## src/rtl/mem_router_pkg.sv

```systemverilog
// Shared router configuration: region table, timeout default and FSM state type.
// Imported by the address decoder, the bus interface and the mem_router top.
package configure;

    typedef struct packed {
        logic [31:0] base;
        logic [31:0] top;
    } region_t;

    localparam int region_count = 6;

    // Half-open [base, top) windows; lower index wins on overlap.
    localparam region_t region_map [region_count] = '{
        '{32'h0000_0000, 32'h0000_0080},   // rom
        '{32'h0100_0000, 32'h0100_0004},   // print
        '{32'h0200_0000, 32'h0200_C000},   // clint
        '{32'h1000_0000, 32'h1010_0000},   // tim0
        '{32'h2000_0000, 32'h2010_0000},   // tim1
        '{32'h8000_0000, 32'h9000_0000}    // ram
    };

    localparam int router_timeout_cycles = 1024;

    typedef enum logic [1:0] {
        IDLE  = 2'd0,
        BUSY  = 2'd1,
        ERROR = 2'd2
    } router_state_t;

endpackage

```

## src/rtl/mem_router_if.sv

```systemverilog
// Core-side and target-side bus of mem_router. The master modport is the
// core/targets view; the slave modport is the router's own view.
interface mem_router_if
    import configure::*;
#(
    parameter int slave_count = region_count
);
    logic                         m_valid;
    logic                         m_instr;
    logic [31:0]                  m_addr;
    logic [31:0]                  m_wdata;
    logic [3:0]                   m_wstrb;
    logic [31:0]                  m_rdata;
    logic                         m_ready;
    logic                         m_error;

    logic [slave_count-1:0]       s_valid;
    logic                         s_instr;
    logic [31:0]                  s_addr;
    logic [31:0]                  s_wdata;
    logic [3:0]                   s_wstrb;
    logic [slave_count-1:0][31:0] s_rdata;
    logic [slave_count-1:0]       s_ready;

    modport master (
        output m_valid, m_instr, m_addr, m_wdata, m_wstrb,
        input  m_rdata, m_ready, m_error,
        input  s_valid, s_instr, s_addr, s_wdata, s_wstrb,
        output s_rdata, s_ready
    );

    modport slave (
        input  m_valid, m_instr, m_addr, m_wdata, m_wstrb,
        output m_rdata, m_ready, m_error,
        output s_valid, s_instr, s_addr, s_wdata, s_wstrb,
        input  s_rdata, s_ready
    );

endinterface

```

## src/rtl/mem_router_decode.sv

```systemverilog
// router_decode: combinational address-to-target priority decoder over the
// first slave_count entries of region_map.
module router_decode
    import configure::*;
#(
    parameter int slave_count = region_count,
    parameter int idx_w       = (slave_count > 1) ? $clog2(slave_count) : 1
) (
    input  logic [31:0]      addr,
    output logic             hit,
    output logic [idx_w-1:0] index
);

    // Scanning from the highest index down lets the lowest matching index win.
    always_comb begin
        hit   = 1'b0;
        index = '0;
        for (int i = slave_count - 1; i >= 0; i--) begin
            if (addr >= region_map[i].base && addr < region_map[i].top) begin
                hit   = 1'b1;
                index = idx_w'(i);
            end
        end
    end

endmodule

```

## src/rtl/mem_router.sv

```systemverilog
// mem_router: routes one outstanding core request to the target whose region
// matches. Optional busy-timeout error response under `ROUTER_TIMEOUT_EN.
module mem_router
    import configure::*;
#(
    parameter int slave_count    = region_count,
    parameter int timeout_cycles = router_timeout_cycles
) (
    input  logic         clock,
    input  logic         reset,
    mem_router_if.slave  bus
);

    localparam int idx_w = (slave_count > 1) ? $clog2(slave_count) : 1;

    router_state_t    state;
    logic [idx_w-1:0] sel;
    logic             issue;
    logic             hit;
    logic [idx_w-1:0] hit_idx;
    logic             busy;
    logic             rdy_sel;
    logic             tmo;

    router_decode #(
        .slave_count (slave_count),
        .idx_w       (idx_w)
    ) u_decode (
        .addr  (bus.m_addr),
        .hit   (hit),
        .index (hit_idx)
    );

    assign busy    = (state == BUSY);
    assign rdy_sel = bus.s_ready[sel];

`ifdef ROUTER_TIMEOUT_EN
    localparam int cnt_w = $clog2(timeout_cycles + 1);

    logic [cnt_w-1:0] cnt;
    logic [cnt_w-1:0] cnt_inc;

    // Fires on the BUSY cycle whose increment would reach timeout_cycles.
    assign cnt_inc = cnt + 1'b1;
    assign tmo     = busy && (cnt_inc == cnt_w'(timeout_cycles));

    always_ff @(posedge clock) begin
        if (reset) begin
            cnt <= '0;
        end else if (state == IDLE && bus.m_valid && hit) begin
            cnt <= '0;
        end else if (busy && !rdy_sel) begin
            cnt <= cnt_inc;
        end
    end
`else
    // Without the timeout feature this is constant-false for any legal timeout_cycles.
    assign tmo = busy && (timeout_cycles < 1);
`endif

    always_ff @(posedge clock) begin
        if (reset) begin
            state       <= IDLE;
            sel         <= '0;
            issue       <= 1'b0;
            bus.s_instr <= 1'b0;
            bus.s_addr  <= '0;
            bus.s_wdata <= '0;
            bus.s_wstrb <= '0;
        end else begin
            issue <= 1'b0;
            case (state)
                IDLE: begin
                    if (bus.m_valid) begin
                        bus.s_instr <= bus.m_instr;
                        bus.s_addr  <= bus.m_addr;
                        bus.s_wdata <= bus.m_wdata;
                        bus.s_wstrb <= bus.m_wstrb;
                        if (hit) begin
                            sel   <= hit_idx;
                            issue <= 1'b1;
                            state <= BUSY;
                        end else begin
                            state <= ERROR;
                        end
                    end
                end
                BUSY: begin
                    if (rdy_sel || tmo) begin
                        state <= IDLE;
                    end
                end
                ERROR:   state <= IDLE;
                default: state <= IDLE;
            endcase
        end
    end

    assign bus.s_valid = issue ? (slave_count'(1) << sel) : '0;

    // A same-cycle ready beats the timeout; a timed-out response carries no data.
    always_comb begin
        bus.m_ready = 1'b0;
        bus.m_error = 1'b0;
        bus.m_rdata = '0;
        if (busy) begin
            bus.m_ready = rdy_sel || tmo;
            bus.m_error = tmo && !rdy_sel;
            bus.m_rdata = (tmo && !rdy_sel) ? 32'h0 : bus.s_rdata[sel];
        end else if (state == ERROR) begin
            bus.m_ready = 1'b1;
            bus.m_error = 1'b1;
        end
    end

endmodule

```

## src/flat_wrapper.sv

```systemverilog
// flat-port wrapper written by rule: the top's interface ports become plain ports
module mem_router_flat import configure::*;
#(
    parameter int slave_count    = region_count,
    parameter int timeout_cycles = router_timeout_cycles
)
  (clock, reset, bus_m_valid, bus_m_instr, bus_m_addr, bus_m_wdata, bus_m_wstrb, bus_m_rdata, bus_m_ready, bus_m_error, bus_s_valid, bus_s_instr, bus_s_addr, bus_s_wdata, bus_s_wstrb, bus_s_rdata, bus_s_ready);
  mem_router_if #(.slave_count(slave_count)) bus_i ();
  input  logic clock;
  input  logic reset;
  input wire logic [$bits(bus_i.m_valid)-1:0] bus_m_valid;
  input wire logic [$bits(bus_i.m_instr)-1:0] bus_m_instr;
  input wire logic [$bits(bus_i.m_addr)-1:0] bus_m_addr;
  input wire logic [$bits(bus_i.m_wdata)-1:0] bus_m_wdata;
  input wire logic [$bits(bus_i.m_wstrb)-1:0] bus_m_wstrb;
  output wire logic [$bits(bus_i.m_rdata)-1:0] bus_m_rdata;
  output wire logic [$bits(bus_i.m_ready)-1:0] bus_m_ready;
  output wire logic [$bits(bus_i.m_error)-1:0] bus_m_error;
  output wire logic [$bits(bus_i.s_valid)-1:0] bus_s_valid;
  output wire logic [$bits(bus_i.s_instr)-1:0] bus_s_instr;
  output wire logic [$bits(bus_i.s_addr)-1:0] bus_s_addr;
  output wire logic [$bits(bus_i.s_wdata)-1:0] bus_s_wdata;
  output wire logic [$bits(bus_i.s_wstrb)-1:0] bus_s_wstrb;
  input wire logic [$bits(bus_i.s_rdata)-1:0] bus_s_rdata;
  input wire logic [$bits(bus_i.s_ready)-1:0] bus_s_ready;
  assign bus_i.m_valid = bus_m_valid;
  assign bus_i.m_instr = bus_m_instr;
  assign bus_i.m_addr = bus_m_addr;
  assign bus_i.m_wdata = bus_m_wdata;
  assign bus_i.m_wstrb = bus_m_wstrb;
  assign bus_m_rdata = bus_i.m_rdata;
  assign bus_m_ready = bus_i.m_ready;
  assign bus_m_error = bus_i.m_error;
  assign bus_s_valid = bus_i.s_valid;
  assign bus_s_instr = bus_i.s_instr;
  assign bus_s_addr = bus_i.s_addr;
  assign bus_s_wdata = bus_i.s_wdata;
  assign bus_s_wstrb = bus_i.s_wstrb;
  assign bus_i.s_rdata = bus_s_rdata;
  assign bus_i.s_ready = bus_s_ready;
  mem_router #(.slave_count(slave_count), .timeout_cycles(timeout_cycles)) u_core (.clock(clock), .reset(reset), .bus(bus_i));
endmodule
```

## config.mk

```make
export PLATFORM = sky130hd
export DESIGN_NAME = mem_router_flat
export DESIGN_NICKNAME = d
export VERILOG_FILES = /design/src/rtl/mem_router_pkg.sv /design/src/rtl/mem_router_if.sv /design/src/rtl/mem_router_decode.sv /design/src/rtl/mem_router.sv /design/src/flat_wrapper.sv
export SDC_FILE = /design/constraint.sdc
export NUM_CORES = 1
export LEC_CHECK = 0
export BUFFER_PORTS_ARGS = -buffer_cell sky130_fd_sc_hd__buf_4
export CAP_MARGIN = 10
export CORE_AREA = 10 10 137 139
export DETAILED_ROUTE_END_ITERATION = 10
export DIE_AREA = 0 0 147 149
export PLACE_DENSITY = 0.62
export SLEW_MARGIN = 20
export SYNTH_ARGS = -nofsm -noshare
export SYNTH_HDL_FRONTEND = slang
export SYNTH_SLANG_ARGS = --single-unit
```

## constraint.sdc

```tcl
create_clock -name clock -period 1.9 [get_ports clock]
set_input_delay 0.285 -clock clock [delete_from_list [all_inputs] [get_ports clock]]
set_output_delay 0.285 -clock clock [all_outputs]
set_load 0.1 [all_outputs]
```

==> results.cfg, run 1 <==
[floorplan]
dieHeight_um = 149
ios = 379
rows = 47
initial_core_util_pct = 27.1
core_mm2 = 0.0162
die_w_um = 147
dieArea_mm2 = 0.0219

[logic_synthesis]
synth_cells = 523
synth_edf_count = 0
synth_mux_area_share_pct = 25.8
synth_xor_area_share_pct = 0
ys_seq_area_share_pct = 34.3
yosysMostFrequentCell = nand2_1
synth_fa_ha_area_share_pct = 0
yosysTopAreaCellShare_pct = 34.3
synth.largest_area_cell = dfxtp_1
synth_flop_cell = dfxtp_1
synth_compound_area_share_pct = 15.5
synth_nets = 793
synth_commonest_cells = 150 x nand2_1, 75 x dfxtp_1, 70 x a21oi_1
synth_area_mm2 = 0.00438
synthSimpleGateAreaFrac_pct = 19.9
async_flop_share_pct = 0
synth.distinct_cells = 29
synthTopCellsByArea = dfxtp_1 34%, mux4_2 17%, nand2_1 13%, mux2_2 8.5%, a21oi_1 8.0%
synth_top_family_by_area = multiplexers
synth_area_per_cell_um2 = 8.37
yosys_warnings = 0
synth-seq-cells = 75

[power_and_ir_drop]
p_per_area_mw_per_mm2 = 582
switchingPower_uw = 1840
p_comb_share_pct = 34.8
sw_frac_of_total_pct = 34.3
internal_power_uw = 3510
p_seq_share_pct = 32.0
leakagePower_uw = 0.00390
ir_drop_mv = 0.773
clkPwrFrac_pct = 33.2

[global_route]
grt_use_total_pct = 20.8
antenna_found_initial = 2
grt_pass1_vias = 5752
grt-ovfl-total = 0
grt_pass1_wl_um = 35100
grt_max_degree = 49

[layout]
final_core_util_pct = 56.8
nNetsFinal = 1184
drive_gt1_share_pct = 64.7
postLayoutCellArea_mm2 = 0.00919
synthToLayoutAreaGrowth_pct = 110
stdcell_count = 1141

[outcome]
status = complete, but fails checks
violations = negative setup slack

[drt]
vias = 5498
via_per_inst = 4.82
ant_nets = 0
wl_per_cell_um = 21.5
routed_wl_um = 24500
drt_pass1_iterations = 6
drc = 0
drt_iter0_drc = 161

[clock_tree]
cts_buffer_depth = 2
cts_buffers = 9
clkTransAtPathRegs_ns = 0.06
numClockSinks = 75
clk_latency_ns = 0.33
htree_levels = 3
root_buffer = clkbuf_16
cts_tree = built
ctsHoldBuffers = 0

[min_path]
hold_class = input pin to register

[flow_run]
maxCapViolCount = 0

[critical_path]
crit_required_ns = 1.62
setup.worst_path.class = register to output pin
critPathMaxFanout = 13
arrival_ns = 1.96
worst-r2r-setup-slack_ns = 0.30
startpoint_type = register
endpoint_kind = output pin

[sta]
max_freq_mhz = 445
max_slew_margin_pct = 71.9
hold_viol_final = 0
slew_violations = 0
fin_crit_ns = 2.25
fin_crit_sh_pct = 118
finClkSkew_ns = 0.00778
tightest_slew_ns = 0.421
rsz0062_at_grt = yes
finalSetupTns_ns = -10.05
setup_ws_ns = -0.349
setup_viol = 39

[placed_design]
io_buffers = 378
hpwl_um = 19200
place_congestion = 0.859
placed_cell_area_mm2 = 0.00797
dp_slack_ns = -0.278
post-place-cells = 1104
==> power groups by stage <==
stage                     sequential [µW]  combinational [µW]  clock (µW)
final                                1710                1860        1770
after floorplan                      2390                 428           0
after CTS                            1710                1860        1820
after detailed placement             1750                1790           0
after global placement               1740                1780           0
after global routing                 1720                1950        1890
==> state kept, by name (all words and copies together), names as in the netlist <==
name,cells
u_core.bus.s_wstrb,4
u_core.bus.s_instr,1
u_core.issue,1
u_core.state,2
u_core.bus.s_addr,32
u_core.bus.s_wdata,32
u_core.sel,3
==> layout make-up <==
cell class	count	area, µm²
fillers	1422	6980
repair buffers	425	3860
multi-input cells	399	3200
flip-flops and latches	75	1510
well taps	220	275
clock buffers	13	270
clock inverters	3	43.8
inverters	4	16.3
diodes	2	5.00
==> per-stage QoR <==
stage	hold WS (ns)	power (µW)
6_report	0.198	5340
5_1_grt	0.190	5560
4_1_cts	0.187	5400
3_5_place_dp	0.447	3540
3_3_place_gp	0.442	3520
2_1_floorplan	0.421	2820
==> cells by family after synthesis <==
logic type | after synthesis
AO/OA/AOI/OAI | 113
multiplexers | 67
buffers and inverters | 50
flip-flops | 75
AND/OR/NAND/NOR | 218
==> cells in the final DEF, fill, tap and decap left out, drive strengths merged, types with 2 or more instances in the layout <==
cell type / count
clkinv: 2
clkbuf: 13
diode: 2
nand2b: 2
mux4: 33
mux2: 34
a22oi: 34
o22ai: 2
nor4: 4
a21oi: 70
nor3: 8
nand2: 151
o32ai: 3
and2: 2
buf: 424
nand3: 3
dfxtp: 75
nor2: 46
inv: 4
==> worst max-delay path: stages (launching register included) <==
cell     delay [ns]
dfxtp_4        0.42
buf_12         0.17
mux4_2         0.54
a22oi_2        0.26
nor2_4         0.07
buf_12         0.18
==> path summary, 6_finish.rpt <==
| check | startpoint | to | cells after the start |
|---|---|---|---|
| worst max register to register | u_core.sel[0] | u_core.state[0] | 5 |
| worst min-delay path | bus_m_wdata[29] | u_core.bus.s_wdata[29] | 3 |
| worst min register to register | u_core.bus.s_addr[6] | u_core.bus.s_addr[6] | 2 |
| worst max-delay path | u_core.sel[0] | bus_m_rdata[6] | 5 |
==> routing by layer <==
metal	GRT usage [%]	routed length (µm)
met3	6.89	2070
met1	22.1	9070
met4	5.90	481
met2	38.4	12900
met5	0	0
==> repair_timing <==
item                       CTS  global route
setup buffers               12             5
pin swaps                   24             6
gates resized for setup    160             3
setup endpoints to repair   39            39
gates cloned                 3             0
Note: power is estimated with default switching activity, not from simulation.
==> run 2: changes to the inputs <==
CELL_PAD_IN_SITES_DETAIL_PLACEMENT = 1   (was default)
CELL_PAD_IN_SITES_GLOBAL_PLACEMENT = 2   (was default)
CORE_AREA = default   (was 10 10 137 139)
CORE_MARGIN = 10   (was default)
CORE_UTILIZATION = 17   (was default)
DIE_AREA = default   (was 0 0 147 149)
PLACE_DENSITY = 0.75   (was 0.62)
SYNTH_HIERARCHICAL = 1   (was default)
==> run 2 against run 1 <==
The flow still finishes with violations (negative setup slack); wire length is 10% higher; synthesized area is 1.3% higher; combinational power hardly changed; fmax is 4.7% higher; first-iteration DRC count is 15% lower; core utilization is 20 points lower; critical path depth is 1 higher; global-route usage is 5.4 points lower; sequential power hardly changed; count of clock-buffer cells in the layout is 4 lower; sequential share of layout area is 0.61 points lower; die area is 50% higher; critical path type unchanged.
==> results.cfg, run 2 <==
[power_and_ir_drop]
p_seq_share_pct = 32.6
internal_power_uw = 3270
p_per_area_mw_per_mm2 = 548
ir_drop_mv = 0.375
total_power_uw = 5230
sw_frac_of_total_pct = 37.5
switchingPower_uw = 1960
clkPwrFrac_pct = 31.6
leakagePower_uw = 0.00396
p_comb_share_pct = 35.8

[clock_tree]
root_buffer = clkbuf_16
numClockSinks = 75
cts_tree = built
cts_buffers = 9
ctsHoldBuffers = 0
clkTransAtPathRegs_ns = 0.07
cts_buffer_depth = 2
clk_latency_ns = 0.33
htree_levels = 3

[sta]
rsz0062_at_grt = yes
finClkSkew_ns = 0.00757
slew_violations = 0
hold_viol_final = 0
setup_viol = 33
max_slew_margin_pct = 77.7
setup_ws_ns = -0.248
tightest_slew_ns = 0.325
fin_crit_sh_pct = 113
fin_crit_ns = 2.15
max_freq_mhz = 466

[drt]
drt_pass1_iterations = 4
wl_per_cell_um = 21.5
routed_wl_um = 27100
drt_iter0_drc = 137
vias = 5468
drc = 0
ant_nets = 0
via_per_inst = 4.35

[global_route]
antenna_found_initial = 3
grt_pass1_vias = 5895
grt_max_degree = 59
grt_use_total_pct = 15.4
grt-ovfl-total = 0
grt_pass1_wl_um = 39000

[logic_synthesis]
synth-seq-cells = 75
synth.distinct_cells = 41
synth.largest_area_cell = dfxtp_1
async_flop_share_pct = 0
synth_area_mm2 = 0.00444
yosysMostFrequentCell = nand2_1
yosys_warnings = 6
synthTopCellsByArea = dfxtp_1 34%, mux4_2 16%, nand2_1 12%, a21oi_1 7.9%, mux2i_1 7.9%
synth_nets = 787
yosysTopAreaCellShare_pct = 33.8
synth_commonest_cells = 143 x nand2_1, 75 x dfxtp_1, 70 x a21oi_1
synth_edf_count = 0
synth_area_per_cell_um2 = 8.58
ys_seq_area_share_pct = 33.8
synth_cells = 517
synth_flop_cell = dfxtp_1

[critical_path]
arrival_ns = 1.86
cpPeakStageDelay_ns = 0.50
ff2ff_path_depth = 5
critPathMaxFanout = 6
crit_path_cell_trace = buf_12 -> buf_12 -> mux4_2 -> inv_2 -> o22ai_4 -> buf_12
setup.worst_path.class = register to output pin
crit_path_top_delay_cell = mux4_2
cpMostUsedCell = buf_12
startpoint_type = register
endpoint_kind = output pin
crit_required_ns = 1.62

[outcome]
status = complete, but fails checks
violations = negative setup slack

[layout]
synthToLayoutAreaGrowth_pct = 115
register_area_mm2 = 0.00151
final_core_util_pct = 37.0
postLayoutCellArea_mm2 = 0.00955
drive_gt1_share_pct = 64.9
fillCellCount = 2958
nNetsFinal = 1184
reg_top3 = u_core/bus.s_addr: 32 flops, u_core/bus.s_wdata: 32 flops, u_core/bus.s_wstrb: 4 flops
multi_input_comb_area_mm2 = 0.00335
final_cell_mix = 374 x buf_4, 143 x nand2_1, 71 x dfxtp_1
mostFrequentLayoutCell = buf_4

[floorplan]
dieHeight_um = 182
initial_core_util_pct = 17.2
die_w_um = 182
ios = 379
rows = 59
core_mm2 = 0.0258
dieArea_mm2 = 0.0330

[flow_run]
maxCapViolCount = 0

[placed_design]
io_buffers = 378
placed_cell_area_mm2 = 0.00843
hpwl_um = 22000
dp_slack_ns = -0.512
place_congestion = 0.858

[min_path]
hold_class = input pin to register
min_delay_path_depth = 3
## run 2: changes by cell type in the layout (fill, tap and decap cells not counted), sizes merged, moves of 4 or more
cell and delta:
inv +33, a22oi -33, clkbuf -4, nand2 -7, nor2 -34, nor3 -5, buf +5, o22ai +30
mux2 -31, mux2i +35
## run 2: area by class of cell
cell class	count	area share, %
Timing Repair Buffer	429	40.5
Multi-Input combinational cell	367	35.0
Sequential cell	75	15.8
Tap cell	335	4.39
Clock buffer	9	2.36
Inverter	32	1.26
Clock inverter	7	0.589
Antenna cell	3	0.0786
## run 2: stage by stage
| stage | hold WS (ns) | setup TNS, ns | cells |
|---|---|---|---|
| 2_1_floorplan | 0.421 | -0.643 | 517 |
| 3_3_place_gp | 0.442 | -1.87 | 1227 |
| 3_5_place_dp | 0.449 | -2.14 | 1227 |
| 4_1_cts | 0.180 | -7.27 | 1250 |
| 5_1_grt | 0.185 | -8.79 | 1256 |
| 6_report | 0.193 | -6.34 | 1257 |
## run 2: final timing paths
check | startpoint | end | slack, ns
max reg2reg | u_core/state[0] | u_core/bus.s_wstrb[0] | 0.37
min | bus_m_wdata[6] | u_core/bus.s_wdata[6] | 0.19
min reg2reg | u_core/bus.s_wdata[3] | u_core/bus.s_wdata[3] | 0.46
max | u_core/sel[0] | bus_m_rdata[10] | -0.25
## run 2: routing by layer
| layer | up-vias | share of wire (%) | global-route usage, % |
|---|---|---|---|
| li1 | 2614 | - | - |
| met1 | 2625 | 37 | 16.3 |
| met2 | 216 | 54 | 28.7 |
| met3 | 13 | 8.2 | 5.39 |
| met4 | 0 | 1.2 | 2.93 |
| met5 | - | 0 | 0 |
## run 2: power by group through the flow
| stage | sequential (µW) | combinational [µW] | clock [µW] |
|---|---|---|---|
| floorplan | 2380 | 416 | 0 |
| global placement | 1740 | 1800 | 0 |
| detailed placement | 1740 | 1810 | 0 |
| CTS | 1710 | 1850 | 1730 |
| global route | 1720 | 1970 | 1800 |
| finish | 1710 | 1870 | 1650 |
## run 2: critical path, delay by kind of cell (launching register included)
kind | cells | cell delay, ns
buf+inv | 4 | 0.53
compound gates | 1 | 0.07
flops | 1 | 0.43
mux | 1 | 0.50
## run 2: kinds of logic after synthesis
group,after synthesis,share of synthesized area [%]
simple gates,186,18.7
compound gates,111,14.2
flops,75,33.8
buf+inv,75,8.35
mux,70,25.0
## run 2: repair_timing
action,4_1_cts,5_1_grt
pin swaps,7,4
gates cloned,1,0
setup endpoints to repair,40,41
buffers inserted,6,5
resized for setup,156,37
==> run 3: changes to the inputs <==
BUFFER_PORTS_ARGS = -buffer_cell sky130_fd_sc_hd__buf_2   (was -buffer_cell sky130_fd_sc_hd__buf_4)
==> run 3 against run 2 <==
The flow still finishes with violations (negative setup slack); clock power up 8%; critical path depth unchanged; die area unchanged; first-iteration DRC count up 17%; wire length down 2.9%; global-route usage down 0.39 points; combinational power down 12%; count of clock-buffer cells in the layout up 2; via count up 1.3%; worst setup slack worse by 0.014 ns; clock skew up 0.0034 ns; final cell count up 1.8%; highest routed layer is now met5.
==> results.cfg, run 3 (synthesized netlist as in run 2, its figures left out) <==
[floorplan]
die_w_um = 182
dieHeight_um = 182
ios = 379
dieArea_mm2 = 0.0330
rows = 59
initial_core_util_pct = 17.2
core_mm2 = 0.0258

[global_route]
grt-ovfl-total = 0
grt_pass1_wl_um = 38200
grt_pass1_vias = 6025
grt_use_total_pct = 15.0
grt_max_degree = 44
antenna_found_initial = 10

[outcome]
violations = negative setup slack
status = complete, but fails checks

[placed_design]
place_congestion = 0.849
io_buffers = 378
hpwl_um = 21900
post-place-cells = 1236
dp_slack_ns = -0.507

[clock_tree]
cts_buffer_depth = 2
numClockSinks = 75
clk_latency_ns = 0.34
cts_buffers = 9
root_buffer = clkbuf_16
ctsHoldBuffers = 0
clkTransAtPathRegs_ns = 0.07
cts_tree = built
htree_levels = 3

[sta]
fin_crit_ns = 2.16
rsz0062_at_grt = yes
tightest_slew_ns = 0.544
max_freq_mhz = 463
fin_crit_sh_pct = 114
hold_viol_final = 0
slew_violations = 0
setup_ws_ns = -0.262
max_slew_margin_pct = 64.0
finClkSkew_ns = 0.0110
setup_viol = 33

[power_and_ir_drop]
p_per_area_mw_per_mm2 = 576
total_power_uw = 5140
ir_drop_mv = 0.451
leakagePower_uw = 0.00383

[critical_path]
ff2ff_path_depth = 5
crit_required_ns = 1.62
startpoint_type = register
arrival_ns = 1.88
setup.worst_path.class = register to output pin
critPathMaxFanout = 6
endpoint_kind = output pin

[layout]
synthToLayoutAreaGrowth_pct = 101
stdcell_count = 1280
register_area_mm2 = 0.00151
nNetsFinal = 1203
multi_input_comb_area_mm2 = 0.00328
mostFrequentLayoutCell = buf_2
reg_top3 = u_core/bus.s_addr: 32 flops, u_core/bus.s_wdata: 32 flops, u_core/bus.s_wstrb: 4 flops
final_cell_mix = 339 x buf_2, 142 x nand2_1, 71 x dfxtp_1
drive_gt1_share_pct = 65.1
fillCellCount = 3029

[flow_run]
maxCapViolCount = 0

[drt]
drt_pass1_iterations = 5
via_per_inst = 4.33
ant_nets = 0
wl_per_cell_um = 20.5
vias = 5537
drt_iter0_drc = 160
routed_wl_um = 26300
drc = 0

[min_path]
min_delay_path_depth = 3
hold_class = input pin to register
==> run 3: layer usage <==
layer | part of all wire (%) | vias to the layer above | GRT usage (%)
li1 | - | 2661 | -
met1 | 37 | 2616 | 15.8
met2 | 52 | 238 | 27.3
met3 | 8.6 | 20 | 5.25
met4 | 2.0 | 2 | 4.62
met5 | 0.049 | - | 0
==> run 3: critical path: stages, from the launching register on <==
cell and delay (ns):
dfxtp_4 0.39, buf_12 0.15, buf_12 0.12, mux4_2 0.53, inv_2 0.09, o22ai_4 0.07, buf_12 0.18
==> run 3: area by class of cell <==
type / count / share of cell area, %
diodes: 7 / 0.196
well taps: 335 / 4.70
inverters: 32 / 1.35
repair buffers: 448 / 36.6
multi-input cells: 367 / 36.8
clock inverters: 5 / 0.688
flip-flops and latches: 75 / 16.9
clock buffers: 11 / 2.72
==> run 3: worst paths after layout <==
path	start	to	slack (ns)
worst max-delay path	u_core/sel[0]	bus_m_rdata[0]	-0.26
worst min-delay path	bus_m_addr[1]	u_core/bus.s_addr[1]	0.18
worst min register to register	u_core/bus.s_addr[4]	u_core/bus.s_addr[4]	0.45
worst max register to register	u_core/state[0]	u_core/bus.s_addr[10]	0.32
==> run 3: what timing repair did <==
action                                  4_1_cts  5_1_grt
endpoints found under the setup margin       41       40
resized for setup                            87       28
cloned                                        2        1
pin swaps                                     8       10
buffers inserted                             12        6
==> run 3: power by group <==
| part | internal (µW) | leakage (µW) | switching [µW] |
|---|---|---|---|
| clock | 1060 | 0.000150 | 722 |
| combinational | 494 | 0.00306 | 1160 |
| sequential | 1660 | 0.000619 | 41.7 |
==> run 3: stage by stage <==
stage	setup TNS, ns	hold WS, ns	utilization [%]	area, µm²
6_report	-6.42	0.176	34.5	8920
5_1_grt	-8.54	0.176	34.5	8910
4_1_cts	-7.40	0.161	33.6	8680
3_5_place_dp	-2.05	0.445	31.0	8020
3_3_place_gp	-1.86	0.439	31.0	8020
2_1_floorplan	-0.643	0.421	-	5010
